===== src/rtl/i2c_txn_ctrl.sv =====
// i2c_txn_ctrl: register-level I2C transaction sequencer with a two-port
// round-robin arbiter, sitting in front of a byte-level I2C engine.
//
// A granted request (write or read of 1 or 2 data bytes) is expanded into a
// list of engine primitives (START / STOP / READ_BYTE / WRITE_BYTE). Each
// primitive is issued with a one-cycle enable pulse, then the sequencer waits
// for a rising edge on the engine's complete flag. A watchdog aborts any
// single operation that takes longer than TIMEOUT_CYCLES.
//
// Ports:
//   clk, reset         clock, asynchronous active-high reset
//   req[1:0]           per-requester request, held until its done bit
//   req_rw/req_len     per-requester: 1 = read / 1 = two data bytes
//   req_dev[13:0]      per-requester 7-bit device address
//   req_reg[15:0]      per-requester 8-bit register pointer
//   req_wdata[31:0]    per-requester write data, high byte sent first
//   done[1:0]          one-cycle completion pulse to the granted requester
//   err                with done: 1 = watchdog abort
//   rdata[15:0]        with done: read data
//   busy               high whenever not idle
//   instruction/enable/byte_to_send/send_nack  command to the engine
//   byte_received/complete                     response from the engine

module i2c_txn_ctrl #(
  parameter int TIMEOUT_CYCLES = 512
) (
  input  logic        clk,
  input  logic        reset,
  input  logic [1:0]  req,
  input  logic [1:0]  req_rw,
  input  logic [1:0]  req_len,
  input  logic [13:0] req_dev,
  input  logic [15:0] req_reg,
  input  logic [31:0] req_wdata,
  output logic [1:0]  done,
  output logic        err,
  output logic [15:0] rdata,
  output logic        busy,
  output logic [1:0]  instruction,
  output logic        enable,
  output logic [7:0]  byte_to_send,
  output logic        send_nack,
  input  logic [7:0]  byte_received,
  input  logic        complete
);

  localparam int WD_W = (TIMEOUT_CYCLES > 1) ? $clog2(TIMEOUT_CYCLES) : 1;
  localparam logic [WD_W-1:0] WD_MAX = WD_W'(TIMEOUT_CYCLES - 1);

  localparam logic [1:0] I_START = 2'd0;
  localparam logic [1:0] I_STOP  = 2'd1;
  localparam logic [1:0] I_RD    = 2'd2;
  localparam logic [1:0] I_WR    = 2'd3;

  typedef enum logic [1:0] {IDLE, ISSUE, WAIT, DONE} state_t;

  typedef struct packed {
    logic        rw;
    logic        len;
    logic [6:0]  dev;
    logic [7:0]  rgp;
    logic [15:0] wdata;
  } txn_t;

  state_t          state;
  txn_t            fld [2];
  txn_t            cur;
  logic            gnt, grant, last_grant;
  logic [2:0]      step, last_step;
  logic [WD_W-1:0] wd;
  logic            complete_d, cpl_edge;
  logic [15:0]     rd_buf;

  for (genvar n = 0; n < 2; n++) begin : g_fld
    assign fld[n] = {req_rw[n], req_len[n], req_dev[7*n +: 7],
                     req_reg[8*n +: 8], req_wdata[16*n +: 16]};
  end

  // Round robin: on contention take the requester not served last time.
  always_comb begin
    gnt = 1'b0;
    if (req[0] && req[1]) gnt = ~last_grant;
    else                  gnt = req[1];
  end

  // Index of the final (STOP) operation of the latched transaction.
  always_comb begin
    last_step = 3'd4;
    if (cur.rw) last_step = cur.len ? 3'd7 : 3'd6;
    else        last_step = cur.len ? 3'd5 : 3'd4;
  end

  // The engine drops complete when it samples enable, so only a fresh rising
  // edge can mean the operation just issued has finished.
  assign cpl_edge  = complete & ~complete_d;
  assign send_nack = 1'b0;

  // {instruction, byte} for step s of transaction t.
  function automatic logic [9:0] op_of(input txn_t t, input logic [2:0] s);
    logic [7:0] aw, ar;
    aw = {t.dev, 1'b0};
    ar = {t.dev, 1'b1};
    op_of = {I_STOP, 8'h00};
    if (!t.rw) begin
      case (s)
        3'd0:    op_of = {I_START, 8'h00};
        3'd1:    op_of = {I_WR, aw};
        3'd2:    op_of = {I_WR, t.rgp};
        3'd3:    op_of = {I_WR, t.wdata[15:8]};
        3'd4:    op_of = t.len ? {I_WR, t.wdata[7:0]} : {I_STOP, 8'h00};
        default: op_of = {I_STOP, 8'h00};
      endcase
    end else begin
      case (s)
        3'd0:    op_of = {I_START, 8'h00};
        3'd1:    op_of = {I_WR, aw};
        3'd2:    op_of = {I_WR, t.rgp};
        3'd3:    op_of = {I_START, 8'h00};
        3'd4:    op_of = {I_WR, ar};
        3'd5:    op_of = {I_RD, 8'h00};
        3'd6:    op_of = t.len ? {I_RD, 8'h00} : {I_STOP, 8'h00};
        default: op_of = {I_STOP, 8'h00};
      endcase
    end
  endfunction

  always_ff @(posedge clk or posedge reset) begin
    if (reset) begin
      state        <= IDLE;
      cur          <= '0;
      grant        <= 1'b1;
      last_grant   <= 1'b1;
      step         <= '0;
      wd           <= '0;
      complete_d   <= 1'b0;
      rd_buf       <= '0;
      done         <= '0;
      err          <= 1'b0;
      rdata        <= '0;
      busy         <= 1'b0;
      enable       <= 1'b0;
      instruction  <= '0;
      byte_to_send <= '0;
    end else begin
      complete_d <= complete;
      done       <= '0;
      enable     <= 1'b0;
      case (state)
        IDLE: begin
          if (|req) begin
            cur        <= fld[gnt];
            grant      <= gnt;
            last_grant <= gnt;
            step       <= '0;
            err        <= 1'b0;
            busy       <= 1'b1;
            rd_buf     <= '0;
            {instruction, byte_to_send} <= op_of(fld[gnt], 3'd0);
            enable     <= 1'b1;
            state      <= ISSUE;
          end
        end
        ISSUE: begin
          wd    <= '0;
          state <= WAIT;
        end
        WAIT: begin
          if (cpl_edge) begin
            // Shifting in keeps a 1-byte read as {00, b0} and a 2-byte read
            // as {b0, b1}.
            if (instruction == I_RD) rd_buf <= {rd_buf[7:0], byte_received};
            if (step == last_step) begin
              done[grant] <= 1'b1;
              rdata       <= cur.rw ? rd_buf : 16'h0000;
              state       <= DONE;
            end else begin
              step   <= step + 3'd1;
              {instruction, byte_to_send} <= op_of(cur, step + 3'd1);
              enable <= 1'b1;
              state  <= ISSUE;
            end
          end else if (wd == WD_MAX) begin
            // Abort without a STOP; the counter holds here rather than wrap.
            err         <= 1'b1;
            rdata       <= '0;
            done[grant] <= 1'b1;
            state       <= DONE;
          end else begin
            wd <= wd + WD_W'(1);
          end
        end
        DONE: begin
          busy  <= 1'b0;
          state <= IDLE;
        end
        default: state <= IDLE;
      endcase
    end
  end

endmodule


===== config.mk =====
export PLATFORM = sky130hd
export DESIGN_NAME = i2c_txn_ctrl
export DESIGN_NICKNAME = d
export VERILOG_FILES = /design/src/rtl/i2c_txn_ctrl.sv
export SDC_FILE = /design/constraint.sdc
export NUM_CORES = 1
export LEC_CHECK = 0
export BUFFER_PORTS_ARGS = -buffer_cell sky130_fd_sc_hd__buf_2
export CORE_UTILIZATION = 45
export CTS_CLUSTER_SIZE = 12
export DETAILED_ROUTE_END_ITERATION = 16
export PLACE_DENSITY = 0.7
export SYNTH_ARGS = -nofsm -noshare
export SYNTH_HDL_FRONTEND = slang
export SYNTH_SLANG_ARGS = --single-unit

===== constraint.sdc =====
create_clock -name clk -period 3.1 [get_ports clk]
set_input_delay 0.465 -clock clk [delete_from_list [all_inputs] [get_ports clk]]
set_output_delay 0.465 -clock clk [all_outputs]
set_load 0.02 [all_outputs]

==> results.yml <==
setup_path:
  cp-end-kind: "register"
  crit-reg2reg-capture: "byte_to_send[6]$_DFFE_PP0P_"
  r2r_cells: 5
  crit_path_end: "byte_to_send[6]$_DFFE_PP0P_"
  startpoint: "step[1]$_DFFE_PP0P_"
  cp_top_family: "XOR/XNOR gates"
  cp_slowest_stage_delay_ns: 0.55
  path_depth: 5
  r2r_start: "step[1]$_DFFE_PP0P_"
  critical_path_buf_inv_count: 0
  cp.arrival_ns: 2.63
  critPathLaunchType: "register"
  r2r_setup_slack_ns: 0.76
  critPathKind: "register to register"
  cp_max_fo: 14
  worstPathRequired_ns: 3.39
  crit_chain: "ha_1 > xnor2_2 > a2111oi_2 > or3b_1 > o2bb2ai_1"
  cp_slowest_cell: "xnor2_2"
floorplanning:
  core_area_mm2: 0.0104
  rows: 37
  dieArea_mm2: 0.0112
  start_util: 0.468
  fp.dieW_um: 106
  ioPinCount: 111
  dieHeight_um: 106
pwr:
  clock_power_share: 0.212
  switchingPower_mw: 1.59
  p_int_mw: 2.51
  p_leak_nw: 2.61
  swShare: 0.387
  p_comb_frac: 0.327
  p_per_area_mw_per_mm2: 722
  seqPwrFrac: 0.461
  peakVddDrop_v: 0.000346
cells_and_area:
  final.fill_count: 967
  final_cells: 718
  layout_common_cells: "109 x buf_2, 104 x nand2_1, 95 x dfrtp_1, 56 x o21ai_0, 50 x mux2i_1"
  insertedDiodeCount: 0
  final_common_cell: "buf_2"
  drive_gt1_frac: 0.266
  finalInstanceArea_mm2: 0.00568
  nets: 663
  finalCoreUtilization: 0.548
  area_growth_pct: 17.1
clock_network:
  ctsRootBufferMaster: "clkbuf_8"
  cts_hold_buffers: 0
  clkTransAtPathRegs_ns: 0.10
  cts_tree: "done"
  cts_resized: 0
  cts_buffer_depth: 2
  cts_buffers: 9
  h-tree-depth: 3
  clock_sinks: 96
  post_cts_buffers: 0
  worstSkewPairLatency_ns: 0.37
drt:
  wl_per_cell_um: 14.6
  ant_nets: 0
  first_pass_iters: 4
  viasPerCell: 5.22
  drtIter0Drc: 152
  wl_um: 10500
  vias: 3747
  drcViolationCount: 0
sta:
  hold_violations: 0
  maxSlewHeadroom: 0.503
  finalSetupViolations: 0
  fin_crit_ns: 2.34
  hold_slack_ns: 0.227
  slew_viol_final: 0
  worst_pin_slew_ns: 0.745
  clock.fmax_ghz: 0.427
  rsz0062_at_grt: "no"
  post-route-period-util: 0.755
  setup_tns_ns: 0
  clock_skew_ns: 0.0112
min_path:
  hold_path.class: "input port to asynchronous set/reset pin"
synthesis:
  synth-seq-cells: 96
  synthFlopType: "dfrtp_1"
  syn-num-nets: 573
  synth_area_mm2: 0.00485
  avgSynthCellArea_um2: 9.97
  synth_cells: 487
  synth-seq-area-share: 0.495
  synth-async-reset-ratio: 1.00
  ys_warn_count: 0
  synth.distinct_cells: 50
  synth-edff-count: 0
placement:
  port_buffers: 109
  dp_hpwl_um: 7560
  place.gp.congestion: 0.832
  dp_cells: 702
  place_area_mm2: 0.00548
global_route:
  grt_overflow: 0
  grt_pass1_vias: 3667
  grt_max_degree: 87
  antenna_found_initial: 0
  grt_pass1_wl_um: 17300
  track_usage: 0.196
run_status:
  status: "completed"
run:
  max_cap_violations: 0
## worst register-to-register path, cell delays in order, from the launching register on
cell	delay, ns
dfrtp_1	0.49
ha_1	0.33
xnor2_2	0.55
a2111oi_2	0.17
or3b_1	0.54
o2bb2ai_1	0.19
## Yosys cell counts (8+ instances only)
master	number	area share
a31oi_1	9	0.012
buf_2	11	0.011
clkbuf_1	14	0.011
dfrtp_1	95	0.49
inv_1	21	0.016
mux2_2	10	0.023
mux2i_1	50	0.10
nand2_1	104	0.080
nand3_1	15	0.015
o21ai_0	56	0.058
o2bb2ai_1	8	0.014
## final cells by class
class | instances | area (µm²) | share of cell area
Inverter | 21 | 81.3 | 0.0143
Clock buffer | 9 | 124 | 0.0218
Tap cell | 136 | 170 | 0.0299
Sequential cell | 96 | 2400 | 0.423
Multi-Input combinational cell | 335 | 2220 | 0.391
Clock inverter | 7 | 85.1 | 0.0150
Timing Repair Buffer | 114 | 596 | 0.105
## cell families (layout without fill, tap and decap cells)
kind of cell,Yosys count,after routing,synth area share
adders and majority gates,7,7,0.0180
muxes,60,60,0.126
AOI/OAI and AO/OA,107,107,0.145
DFF,96,96,0.495
and+or+nand+nor,154,154,0.144
xor gates and xnor gates,6,6,0.0178
other,1,1,0.000772
buffers and inverters,56,151,0.0531
## power by group through the flow
| stage | combinational, mW | sequential [mW] | clock [mW] |
|---|---|---|---|
| finish | 1.34 | 1.89 | 0.868 |
| global route | 1.52 | 1.94 | 0.936 |
| CTS | 1.36 | 1.89 | 0.885 |
| detailed placement | 1.36 | 1.91 | 0 |
| global placement | 1.31 | 1.90 | 0 |
| floorplan | 1.03 | 1.84 | 0 |
## flip-flops by register name (all words and copies together), names as in the netlist
signal        count
err               1
done              2
rd_buf           16
byte_to_send      8
rdata            16
wd                9
state             2
last_grant        1
step              3
complete_d        1
enable            1
busy              1
instruction       2
cur              33
## how the worst min path moves through the flow
stage	startpoint	end	slack (ns)	cells past startpoint
final	reset	done[1]$_DFF_PP0_	0.23	2
after global routing	complete	complete_d$_DFF_PP0_	0.24	1
after CTS	reset	rdata[5]$_DFFE_PP0P_	0.24	2
after detailed placement	busy$_DFFE_PP0P_	busy$_DFFE_PP0P_	0.47	2
after global placement	busy$_DFFE_PP0P_	busy$_DFFE_PP0P_	0.46	2
after floorplan	cur[1]$_DFFE_PP0P_	cur[1]$_DFFE_PP0P_	0.45	2
## layer usage
layer	GRT usage	up-vias	wire, µm
met5	0	-	0
met1	0.249	1772	4700
met3	0.0359	12	389
li1	-	1862	-
met2	0.336	101	5220
met4	0.0675	0	146
## per-stage QoR
stage	power, mW	setup slack, ns
2_1_floorplan	2.87	0.131
3_3_place_gp	3.21	0.903
3_5_place_dp	3.27	0.789
4_1_cts	4.13	0.752
5_1_grt	4.40	0.606
6_report	4.10	0.759
Note: power is estimated with default switching activity, not from simulation.
